[src/rtl/median_scan_ctrl_pkg.sv]
// Shared definitions for the median-filter raster-scan controller: FSM state
// encodings and default frame geometry.
package median_scan_ctrl_pkg;

  typedef enum logic [1:0] {
    ST_IDLE  = 2'd0,
    ST_RUN   = 2'd1,
    ST_DONE  = 2'd2,
    ST_FLUSH = 2'd3
  } state_e;

  localparam int DEF_IMG_W  = 640;
  localparam int DEF_IMG_H  = 480;
  localparam int DEF_CNT_W  = 10;
  localparam int DEF_ADDR_W = 19;

endpackage

[src/rtl/median_scan_ctrl_scan_pos_counter.sv]
// Wrap counter for one scan coordinate: counts 0..MAX_VAL on inc_i, returns to
// 0 after MAX_VAL and raises wrap_o combinationally in that cycle as a carry.
module scan_pos_counter
  import median_scan_ctrl_pkg::*;
#(
  parameter int CNT_W   = DEF_CNT_W,
  parameter int MAX_VAL = DEF_IMG_W - 1
) (
  input  logic             clk_i,
  input  logic             rst_i,
  input  logic             clr_i,
  input  logic             inc_i,
  output logic [CNT_W-1:0] cnt_o,
  output logic             wrap_o
);

  localparam logic [CNT_W-1:0] MAX_CNT = CNT_W'(MAX_VAL);

  logic [CNT_W-1:0] cnt_q, cnt_d;

  assign wrap_o = inc_i && (cnt_q == MAX_CNT);
  assign cnt_o  = cnt_q;

  always_comb begin
    cnt_d = cnt_q;
    if (clr_i || wrap_o) begin
      cnt_d = '0;
    end else if (inc_i) begin
      cnt_d = cnt_q + CNT_W'(1);
    end
  end

  always_ff @(posedge clk_i) begin
    if (rst_i) begin
      cnt_q <= '0;
    end else begin
      cnt_q <= cnt_d;
    end
  end

endmodule

[src/rtl/median_scan_ctrl.sv]
// Raster-scan controller ahead of the 3x3 median window datapath.
// Optional MEDIAN_BORDER_REPLICATE_EN: emit border centres too, with a FLUSH state.
module median_scan_ctrl
  import median_scan_ctrl_pkg::*;
#(
  parameter int IMG_W  = DEF_IMG_W,
  parameter int IMG_H  = DEF_IMG_H,
  parameter int CNT_W  = DEF_CNT_W,
  parameter int ADDR_W = DEF_ADDR_W
) (
  input  logic              CLK,
  input  logic              RST,
  input  logic              start_i,
  input  logic              abort_i,
  input  logic              pix_valid_i,
  output logic              pix_ready_o,
  output logic [CNT_W-1:0]  col_o,
  output logic [CNT_W-1:0]  row_o,
  output logic [ADDR_W-1:0] addr_o,
  output logic              pix_acc_o,
  output logic              win_valid_o,
  output logic [CNT_W-1:0]  center_col_o,
  output logic [CNT_W-1:0]  center_row_o,
  output logic              busy_o,
  output logic              done_o
);

  state_e            state_q;
  logic              ready_q, busy_q, done_q, acc_q, win_q;
  logic [CNT_W-1:0]  col_q, row_q, ccol_q, crow_q;
  logic [ADDR_W-1:0] addr_q, addr_cnt_q, addr_cnt_d;

  logic [CNT_W-1:0]  col_cnt, row_cnt;
  logic              col_wrap, row_wrap;
  logic              accept, frame_clr, last_pix;
  logic              win_fire;
  logic [CNT_W-1:0]  win_col, win_row;

  // abort_i outranks a pending pixel so an aborted frame never strobes again
  assign accept    = ready_q && pix_valid_i && !abort_i;
  assign frame_clr = (state_q == ST_IDLE) && start_i && !abort_i;
  assign last_pix  = row_wrap;

  scan_pos_counter #(.CNT_W(CNT_W), .MAX_VAL(IMG_W - 1)) u_col (
    .clk_i (CLK),
    .rst_i (RST),
    .clr_i (frame_clr),
    .inc_i (accept),
    .cnt_o (col_cnt),
    .wrap_o(col_wrap)
  );

  scan_pos_counter #(.CNT_W(CNT_W), .MAX_VAL(IMG_H - 1)) u_row (
    .clk_i (CLK),
    .rst_i (RST),
    .clr_i (frame_clr),
    .inc_i (col_wrap),
    .cnt_o (row_cnt),
    .wrap_o(row_wrap)
  );

  always_comb begin
    addr_cnt_d = addr_cnt_q;
    if (frame_clr) begin
      addr_cnt_d = '0;
    end else if (accept) begin
      addr_cnt_d = addr_cnt_q + ADDR_W'(1);
    end
  end

`ifdef MEDIAN_BORDER_REPLICATE_EN
  // Centres trail the input by one row plus one pixel, so every centre's
  // lower-right neighbour exists (or is a clamped border) when it is emitted.
  localparam logic [ADDR_W-1:0] WIN_LAG = ADDR_W'(IMG_W + 1);
  logic cen_wrap, flush_last;

  assign win_fire = (accept && (addr_cnt_q >= WIN_LAG)) ||
                    ((state_q == ST_FLUSH) && !abort_i);

  scan_pos_counter #(.CNT_W(CNT_W), .MAX_VAL(IMG_W - 1)) u_ccol (
    .clk_i (CLK),
    .rst_i (RST),
    .clr_i (frame_clr),
    .inc_i (win_fire),
    .cnt_o (win_col),
    .wrap_o(cen_wrap)
  );

  scan_pos_counter #(.CNT_W(CNT_W), .MAX_VAL(IMG_H - 1)) u_crow (
    .clk_i (CLK),
    .rst_i (RST),
    .clr_i (frame_clr),
    .inc_i (cen_wrap),
    .cnt_o (win_row),
    .wrap_o(flush_last)
  );
`else
  localparam logic [CNT_W-1:0] CNT_ONE = CNT_W'(1);
  localparam logic [CNT_W-1:0] CNT_TWO = CNT_W'(2);

  assign win_fire = accept && (row_cnt >= CNT_TWO) && (col_cnt >= CNT_TWO);
  assign win_col  = col_cnt - CNT_ONE;
  assign win_row  = row_cnt - CNT_ONE;
`endif

  always_ff @(posedge CLK) begin
    if (RST) begin
      state_q    <= ST_IDLE;
      ready_q    <= 1'b0;
      busy_q     <= 1'b0;
      done_q     <= 1'b0;
      acc_q      <= 1'b0;
      win_q      <= 1'b0;
      col_q      <= '0;
      row_q      <= '0;
      addr_q     <= '0;
      ccol_q     <= '0;
      crow_q     <= '0;
      addr_cnt_q <= '0;
    end else begin
      acc_q      <= accept;
      win_q      <= win_fire;
      addr_cnt_q <= addr_cnt_d;
      // done_o is registered out of DONE, so an abort during DONE still cancels it
      done_q     <= (state_q == ST_DONE) && !abort_i;
      if (accept) begin
        col_q  <= col_cnt;
        row_q  <= row_cnt;
        addr_q <= addr_cnt_q;
      end
      if (win_fire) begin
        ccol_q <= win_col;
        crow_q <= win_row;
      end
      case (state_q)
        ST_IDLE: begin
          if (frame_clr) begin
            state_q <= ST_RUN;
            ready_q <= 1'b1;
            busy_q  <= 1'b1;
          end
        end
        ST_RUN: begin
          if (abort_i) begin
            state_q <= ST_IDLE;
            ready_q <= 1'b0;
            busy_q  <= 1'b0;
          end else if (last_pix) begin
`ifdef MEDIAN_BORDER_REPLICATE_EN
            state_q <= ST_FLUSH;
`else
            state_q <= ST_DONE;
`endif
            ready_q <= 1'b0;
            busy_q  <= 1'b0;
          end
        end
`ifdef MEDIAN_BORDER_REPLICATE_EN
        ST_FLUSH: begin
          if (abort_i) begin
            state_q <= ST_IDLE;
          end else if (flush_last) begin
            state_q <= ST_DONE;
          end
        end
`endif
        default: state_q <= ST_IDLE;
      endcase
    end
  end

  always @(posedge CLK) begin
    if (!RST && acc_q) begin
      assert (int'(addr_q) == int'(row_q) * IMG_W + int'(col_q));
    end
  end

  assign pix_ready_o  = ready_q;
  assign busy_o       = busy_q;
  assign done_o       = done_q;
  assign pix_acc_o    = acc_q;
  assign win_valid_o  = win_q;
  assign col_o        = col_q;
  assign row_o        = row_q;
  assign addr_o       = addr_q;
  assign center_col_o = ccol_q;
  assign center_row_o = crow_q;

endmodule

[config.mk]
export PLATFORM = sky130hd
export DESIGN_NAME = median_scan_ctrl
export DESIGN_NICKNAME = d
export VERILOG_FILES = /design/src/rtl/median_scan_ctrl_pkg.sv /design/src/rtl/median_scan_ctrl_scan_pos_counter.sv /design/src/rtl/median_scan_ctrl.sv
export SDC_FILE = /design/constraint.sdc
export NUM_CORES = 1
export LEC_CHECK = 0
export CORE_ASPECT_RATIO = 0.6
export CORE_MARGIN = 2
export CORE_UTILIZATION = 50
export CTS_CLUSTER_SIZE = 8
export DETAILED_ROUTE_END_ITERATION = 6
export PLACE_DENSITY = 0.72
export SETUP_SLACK_MARGIN = 0.4
export SLEW_MARGIN = 30
export SYNTH_ARGS = -nofsm -noshare
export SYNTH_HDL_FRONTEND = slang
export SYNTH_SLANG_ARGS = --single-unit
[constraint.sdc]
create_clock -name CLK -period 2.6 [get_ports CLK]
set_clock_uncertainty 0.2 [all_clocks]
set_input_delay 0.52 -clock CLK [delete_from_list [all_inputs] [get_ports CLK]]
set_output_delay 0.52 -clock CLK [all_outputs]
set_load 0.1 [all_outputs]
==> results of run 1 <==
-- where the power goes --
part	switching (mW)	internal [mW]	total, mW
Sequential	0.00355	1.59	1.60
Clock	0.561	0.698	1.26
Combinational	0.0738	0.0318	0.106
Total	0.638	2.32	2.96
-- critical path, delay by kind of cell, from the launching register on --
| kind | cells | cell delay, ns |
|---|---|---|
| AO/OA/AOI/OAI | 1 | 0.14 |
| buffers and inverters | 1 | 0.15 |
| flip-flops | 1 | 0.32 |
| AND/OR/NAND/NOR | 3 | 1.34 |
-- cell families after synthesis --
family | after synthesis | synth area share, %
flops | 104 | 46.5
fa+ha+maj | 7 | 1.96
mux | 1 | 0.224
xor+xnor | 32 | 6.26
compound gates | 123 | 16.3
simple gates | 214 | 23.9
buf+inv | 52 | 4.86
-- placed cells by master (no fill, tap or decap), drive strengths merged, types with 7 or more instances in the layout --
| cell | synthesis | layout |
|---|---|---|
| buf | 15 | 112 |
| dfxtp | 104 | 104 |
| nand2 | 98 | 98 |
| a21oi | 79 | 79 |
| nor2 | 27 | 27 |
| xnor2 | 25 | 25 |
| or4 | 19 | 21 |
| nand3 | 15 | 15 |
| a211oi | 14 | 14 |
| o31ai | 13 | 13 |
| clkbuf | 27 | 13 |
| nor3 | 12 | 12 |
| inv | 10 | 12 |
| o21ai | 10 | 10 |
| or3 | 10 | 10 |
| xor2 | 7 | 7 |
| nand4 | 7 | 7 |
| nor4 | 7 | 7 |
| ha | 7 | 7 |
-- per-stage QoR --
step,area [um2],cells,util [%]
floorplan,4550,533,-
global placement,5370,713,62.6
detailed placement,5370,713,62.6
CTS,5720,734,66.6
global route,5760,735,67.1
finish,5760,735,67.1
-- worst max path at each step --
stage	endpoint	slack (ns)	depth (start not counted)
after CTS	u_row.cnt_o[5]	0.41	5
after global routing	u_row.cnt_o[5]	0.34	5
after global placement	u_row.cnt_o[9]	-0.14	6
after detailed placement	addr_cnt_q[15]	-0.18	6
after floorplan	u_row.cnt_o[5]	0.36	5
final	u_row.cnt_o[5]	0.38	5
-- state kept, by name, summed over array words and instances, names as in the netlist --
signal,count
addr_cnt_q,19
addr_o,19
center_col_o,10
center_row_o,10
col_o,10
row_o,10
u_col.cnt_o,10
u_row.cnt_o,10
state_q,2
busy_o,1
done_o,1
pix_acc_o,1
win_valid_o,1
-- timing repair --
action | 4_1_cts | 5_1_grt
gates cloned | 3 | 0
setup buffers | 3 | 1
setup endpoints to repair | 39 | 21
hold buffers | 0 | 0
pin swaps | 7 | 8
gates resized for setup | 10 | 10
-- final cells by class --
class,instances,area share (%)
multi-input combinational,379,39.9
clock inverter,2,0.217
tap,112,2.43
sequential,104,36.4
clock buffer,13,4.52
timing repair buffer,115,15.9
inverter,10,0.651
-- routing by layer --
metal	part of all wire (%)	wire length, um	GRT usage (%)	vias up
met5	0	0	0	-
met4	0.70	81	5.38	0
met3	7.6	886	6.91	9
met2	39	4550	32.5	144
met1	53	6110	39.2	1850
li1	-	-	-	2048
==> flow_summary.yaml, run 1 <==
clock_tree:
  htree_levels: 3
  cts_sinks: 104
  cts_tree: "done"
  clock_latency_ns: 0.34
  ctsRootBufferMaster: "clkbuf_16"
  clk_path_buf_depth: 2
  cts-buffers-inserted: 9
  clk_pin_slew_worst_paths_ns: 0.07
job:
  drv_cap: 0
sta:
  period_share_pct: 85.4
  maxSlewHeadroom_pct: 62.9
  whs_ns: 0.253
  period_needed_ns: 2.22
  fin_setup_tns_ns: 0
  setup_viol: 0
  timing.fmax_ghz: 0.450
  maxSlewViolCount: 0
  worst_pin_slew_ns: 0.556
  fin_ws_ns: 0.379
  rsz0062_at_grt: "yes"
  hold_violations: 0
floorplanning:
  die_h_um: 77.3
  dieArea_um2: 9750
  start_util_pct: 52.1
  core.rowCount: 26
  pin_count: 69
  die_x_um: 126
  core_um2: 8590
placement:
  place_hpwl_mm: 8.07
  place_ws_ns: -0.184
  place_congestion: 0.938
  io_buffers: 68
cells_and_area:
  nets: 631
  multi_input_area_um2: 2300
  seqCellArea_um2: 2100
  n_antenna_cell: 0
  areaGrowthSynthToFinish_pct: 28.7
  final_layout_size_suffix_gt1_share_pct: 26.6
  fillerInstances: 725
detailed_routing:
  vias: 4051
  drtPass1Iterations: 5
  drt_iter0_markers: 269
  viasPerCell: 5.51
  drt-wirelength-per-cell_um: 15.8
  drc: 0
  wirelength_mm: 11.6
  postRouteAntennaNets: 0
power_and_ir_drop:
  power.leakage_nw: 2.12
  total_power_mw: 2.96
  power_density_nw_per_um2: 514
  peakVddDrop_mv: 0.364
yosys:
  seq_area_frac_synth_pct: 46.5
  yosys_register_bits: 104
  synth-main-ff-cell: "dfxtp_1"
  synth_common_cells: "104 x dfxtp_1, 98 x nand2_1, 79 x a21oi_1, 26 x clkbuf_1, 26 x nor2_1"
  async_reset_ff_share_pct: 0
  syn_nets: 545
  yosys_warnings: 0
  synth_top_area_cell: "dfxtp_1"
  synth_top_area_share_pct: 46.5
  postSynthAreaPerCell_um2: 8.40
  synth_edf_count: 0
  netlist_area_um2: 4480
  synth.distinct_cells: 44
  ys_top_cells_by_area: "dfxtp_1 47%, a21oi_1 8.8%, nand2_1 8.2%, xnor2_1 4.9%, or4_1 3.0%"
  synth_cells: 533
  synth_most_common_cell: "dfxtp_1"
setup_path:
  crit_path_start_kind: "flop"
  arrival_ns: 2.29
  crit_path_max_incr_delay_ns: 0.49
  cp_slowest_cell: "or4_1"
  required_ns: 2.67
  rr_startpoint: "u_col.cnt_o[7]"
  endpoint_kind: "flop"
  critical_path.startpoint: "u_col.cnt_o[7]"
  crit_chain: "or3b_4 > or4_4 > buf_6 > or4_1 > a21oi_1"
  crit_path_max_fanout: 6
  ff2ff_setup_slack_ns: 0.38
  r2r_cells: 5
  critPathKind: "reg2reg"
  r2r_end: "u_row.cnt_o[5]"
global_routing:
  antenna_found_initial: 0
  grt_pass1_vias: 3637
  grt_util_all_layers_pct: 24.7
  grt_pass1_wl_mm: 19.3
  grt_max_degree: 57
  overflow: 0
worst_hold_path:
  hp-class: "reg2reg"
  whs_path_depth: 2
  min_from: "addr_o[2]"
  whs_endpoint: "addr_o[2]"
run_status:
  outcome: "finished clean"
No activity file was read; power rests on OpenSTA's default activity.
==> run 2: changes to the inputs <==
CELL_PAD_IN_SITES_DETAIL_PLACEMENT = 1   (was default)
CELL_PAD_IN_SITES_GLOBAL_PLACEMENT = 1   (was default)
CORE_UTILIZATION = 40   (was 50)
HOLD_SLACK_MARGIN = 0.05   (was default)
PLACE_DENSITY = 0.76   (was 0.72)
==> run 2 against run 1 <==
Critical path depth up 1; register-to-register slack worse by 0.11 ns; final cell count up 4.5%; via count up 5.4%; fmax down 4.6%; sequential share of layout area down 0.96 points; global-route usage down 1.3 points; first-iteration DRC count down 33%; core utilization down 12 points; total power down 0.92%; cell area up 2.8%; combinational power up 6%; largest power group unchanged.
==> flow_summary.yaml, run 2 (synthesis results as in run 1) <==
run_status:
  outcome: "finished clean"
setup_path:
  crit_path_max_fanout: 5
  ff2ff_setup_slack_ns: 0.27
  critPathKind: "reg2reg"
  r2r_end: "u_row.cnt_o[3]"
  crit_path_start_kind: "flop"
  rr_startpoint: "u_col.cnt_o[7]"
  endpoint_kind: "flop"
  arrival_ns: 2.34
  required_ns: 2.61
  r2r_cells: 6
floorplanning:
  pin_count: 69
  start_util_pct: 41.7
  core.rowCount: 29
  die_h_um: 85.9
  core_um2: 10700
  dieArea_um2: 12100
  die_x_um: 141
sta:
  worst_pin_slew_ns: 0.685
  period_share_pct: 89.5
  fin_setup_tns_ns: 0
  maxSlewViolCount: 0
  setup_viol: 0
  maxSlewHeadroom_pct: 54.3
  timing.fmax_ghz: 0.430
  rsz0062_at_grt: "yes"
  hold_violations: 0
  period_needed_ns: 2.33
cells_and_area:
  final_layout_size_suffix_gt1_share_pct: 29.6
  stdcell_count: 768
  layout_commonest_cell: "buf_4"
  nets: 638
  mostFrequentLayoutCells: "109 x buf_4, 98 x nand2_1, 95 x dfxtp_1"
  n_antenna_cell: 0
  areaGrowthSynthToFinish_pct: 32.3
power_and_ir_drop:
  power_density_nw_per_um2: 496
  p_int_mw: 2.27
  peakVddDrop_mv: 0.309
  pwr-share-seq_pct: 54.4
  total_power_mw: 2.93
  switching_share_pct: 22.8
  pwr-share-comb_pct: 3.8
  power.leakage_nw: 2.15
  p_sw_uw: 668
  power.share.clock_pct: 41.7
detailed_routing:
  vias: 4271
  viasPerCell: 5.56
  drc: 0
  drtPass1Iterations: 4
  drt-wirelength-per-cell_um: 18.3
  postRouteAntennaNets: 0
  drt_iter0_markers: 179
  wirelength_mm: 14.0
clock_tree:
  cts_tree: "done"
  cts-buffers-inserted: 9
  clk_path_buf_depth: 2
  clock_latency_ns: 0.34
  cts_sinks: 104
  ctsRootBufferMaster: "clkbuf_16"
  htree_levels: 3
  clk_pin_slew_worst_paths_ns: 0.07
job:
  drv_cap: 0
global_routing:
  grt_max_degree: 36
  grt_util_all_layers_pct: 23.4
  antenna_found_initial: 0
  grt_pass1_vias: 4340
  grt_pass1_wl_mm: 22.7
  overflow: 0
placement:
  io_buffers: 68
  dp_cells: 741
  place_hpwl_mm: 9.70
  place_congestion: 0.887
worst_hold_path:
  whs_endpoint: "addr_o[7]"
  whs_path_depth: 2
  min_from: "addr_o[7]"
  hp-class: "reg2reg"
[run 2: power by group through the flow]
stage | clock, mW | sequential (mW) | combinational [mW]
floorplan | 0 | 1.64 | 0.0568
global placement | 0 | 1.63 | 0.105
detailed placement | 0 | 1.63 | 0.108
CTS | 1.25 | 1.60 | 0.110
global route | 1.32 | 1.60 | 0.120
finish | 1.22 | 1.60 | 0.112
[run 2: metrics by stage]
step	utilization, %	hold WS, ns	instance area [um2]	setup slack, ns
after floorplan	-	0.240	4550	0.355
after global placement	50.3	0.245	5400	-0.183
after detailed placement	50.3	0.248	5400	-0.237
after CTS	53.6	0.258	5760	0.254
after global routing	55.1	0.279	5920	0.240
final	55.1	0.257	5920	0.272
[run 2: timing repair]
item / CTS / global route
hold buffers: 0 / 0
endpoints found under the hold margin: 0 / 0
pin swaps: 12 / 10
setup endpoints to repair: 50 / 58
gates cloned: 2 / 1
setup buffers: 6 / 4
resized for setup: 14 / 27
[run 2: routing by layer]
metal	vias to the layer above	share of wire [%]	global-route usage, %
met2	101	43	35.6
met5	-	0	0
met3	11	5.1	5.08
met1	2102	51	34.2
met4	0	0.77	5.55
li1	2057	-	-
[run 2: cell type report]
type,count,area (um2)
Fill cell,1280,4820
Multi-Input combinational cell,379,2360
Sequential cell,104,2100
Timing Repair Buffer,122,1000
Clock buffer,11,233
Tap cell,139,174
Inverter,10,37.5
Clock inverter,3,21.3
[run 2: worst max-delay path by stage]
stage	startpoint	end	slack [ns]	cells after the start
finish	u_col.cnt_o[7]	u_row.cnt_o[3]	0.27	6
global route	u_col.cnt_o[9]	u_row.cnt_o[3]	0.24	6
CTS	u_col.cnt_o[7]	u_row.cnt_o[9]	0.25	5
detailed placement	abort_i	u_row.cnt_o[9]	-0.24	6
global placement	abort_i	u_row.cnt_o[7]	-0.18	6
floorplan	abort_i	u_row.cnt_o[5]	0.36	5
[run 2: worst max-delay path, cell delays in order, from the launching register on]
cell,delay (ns)
dfxtp_2,0.32
or3b_4,0.40
or4_4,0.46
clkbuf_16,0.18
buf_4,0.13
o31ai_1,0.35
a21oi_1,0.15
==> run 3: changes to the inputs <==
CORE_UTILIZATION = 30   (was 40)
PLACE_DENSITY = 0.59   (was 0.76)
==> run 3 against run 2 <==
Via count shrank 1.3%; non-clock buffer count up 3; clock power is 7% higher; critical path depth decreased by 2; final cell count is 8.5% higher; setup slack better by 0.096 ns; core utilization fell by 14 points; critical endpoint is now u_row.cnt_o[5]; highest routed layer unchanged.
==> flow_summary.yaml, run 3 (synthesis results as in run 1) <==
setup_path:
  worst_path_most_repeated_cell: "or4_4"
  rr_startpoint: "u_col.cnt_o[8]"
  r2r_end: "u_row.cnt_o[5]"
  ff2ff_setup_slack_ns: 0.37
  arrival_ns: 2.31
  crit_path_max_fanout: 5
  crit_path_max_incr_delay_ns: 0.57
  required_ns: 2.68
  crit_family: "simple AND/OR/NAND/NOR gates"
  critPathBufInv: 0
  cp_slowest_cell: "or4_4"
  r2r_cells: 4
  crit_chain: "or3b_4 > or4_4 > or4_4 > a21oi_2"
  endpoint_kind: "flop"
  critPathKind: "reg2reg"
  crit_path_start_kind: "flop"
cells_and_area:
  nets: 642
  final_cell_area_um2: 6030
  fillerInstances: 1703
  layout_commonest_cell: "buf_4"
  n_antenna_cell: 0
  stdcell_count: 833
  mostFrequentLayoutCells: "115 x buf_4, 98 x nand2_1, 97 x dfxtp_1"
  final_layout_size_suffix_gt1_share_pct: 30.6
  areaGrowthSynthToFinish_pct: 34.7
sta:
  rsz0062_at_grt: "yes"
  setup_viol: 0
  fin_ws_ns: 0.369
  maxSlewViolCount: 0
  hold_violations: 0
  period_share_pct: 85.8
  period_needed_ns: 2.23
  timing.fmax_ghz: 0.448
  whs_ns: 0.259
  worst_pin_slew_ns: 0.476
  maxSlewHeadroom_pct: 68.2
global_routing:
  grt_max_degree: 42
  grt_pass1_vias: 4375
  antenna_found_initial: 0
  overflow: 0
  grt_pass1_wl_mm: 23.3
  grt_util_all_layers_pct: 18.4
clock_tree:
  htree_levels: 3
  clk_path_buf_depth: 2
  clock_latency_ns: 0.34
  cts_sinks: 104
  cts-buffers-inserted: 9
  ctsRootBufferMaster: "clkbuf_16"
  clk_pin_slew_worst_paths_ns: 0.07
  cts_tree: "done"
detailed_routing:
  viasPerCell: 5.06
  postRouteAntennaNets: 0
  drt-wirelength-per-cell_um: 17.1
  vias: 4217
  wirelength_mm: 14.2
  drtPass1Iterations: 4
  drc: 0
  drt_iter0_markers: 157
placement:
  dp_cells: 804
  postPlaceCellArea_um2: 5510
  place_congestion: 0.817
  place_hpwl_mm: 10.2
  io_buffers: 68
  place_ws_ns: -0.350
power_and_ir_drop:
  peakVddDrop_mv: 0.311
  power_density_nw_per_um2: 499
  power.leakage_nw: 2.17
worst_hold_path:
  whs_endpoint: "row_o[5]"
  min_from: "row_o[5]"
  whs_path_depth: 2
  hp-class: "reg2reg"
floorplanning:
  start_util_pct: 30.8
  core.rowCount: 34
  pin_count: 69
  dieArea_um2: 15900
  core_um2: 14500
  die_x_um: 162
  die_h_um: 98.6
run_status:
  outcome: "finished clean"
job:
  drv_cap: 0
[run 3: worst max-delay path by stage]
stage / startpoint / endpoint / cells past startpoint
2_1_floorplan: abort_i / u_row.cnt_o[5] / 5
3_3_place_gp: abort_i / u_row.cnt_o[7] / 5
3_5_place_dp: abort_i / u_row.cnt_o[9] / 5
4_1_cts: u_col.cnt_o[7] / u_row.cnt_o[5] / 4
5_1_grt: u_col.cnt_o[8] / u_row.cnt_o[5] / 4
6_report: u_col.cnt_o[8] / u_row.cnt_o[5] / 4
[run 3: timing repair]
item / CTS / global route
setup endpoints to repair: 41 / 34
gates resized for setup: 17 / 22
hold buffers: 0 / 0
cloned: 3 / 0
buffers inserted: 6 / 4
pin swaps: 19 / 9
[run 3: routing by layer]
layer | vias up | global-route usage (%) | routed length (um)
met5 | - | 0 | 0
met4 | 0 | 3.88 | 121
met3 | 13 | 3.62 | 789
met2 | 94 | 26.7 | 5690
met1 | 2034 | 28.1 | 7610
li1 | 2076 | - | -
[run 3: worst register-to-register path: cells and delay by family, from the launching register on]
kind / cells / cell delay (ns)
AO/OA/AOI/OAI: 1 / 0.13
flip-flops: 1 / 0.32
AND/OR/NAND/NOR: 3 / 1.52
[run 3: power by group]
group          switching (mW)  internal, mW  leakage (nW)
Clock                   0.616         0.686         0.137
Combinational          0.0797        0.0325          1.20
Sequential            0.00350          1.59         0.842
Total                   0.699          2.31          2.17
[run 3: stage by stage]
step	util, %	setup TNS [ns]	total power, mW
2_1_floorplan	-	0	1.70
3_3_place_gp	37.8	-1.96	1.74
3_5_place_dp	37.8	-4.48	1.74
4_1_cts	40.6	0	3.05
5_1_grt	41.4	0	3.12
6_report	41.4	0	3.01
[run 3: final cells by class]
cell class              instances  area [um2]  area share, %
well taps                     198         248           4.11
clock inverters                 5        38.8          0.643
clock buffers                  11         243           4.03
flip-flops and latches        104        2100           34.8
repair buffers                125         990           16.4
inverters                      10        43.8          0.726
multi-input cells             380        2370           39.3
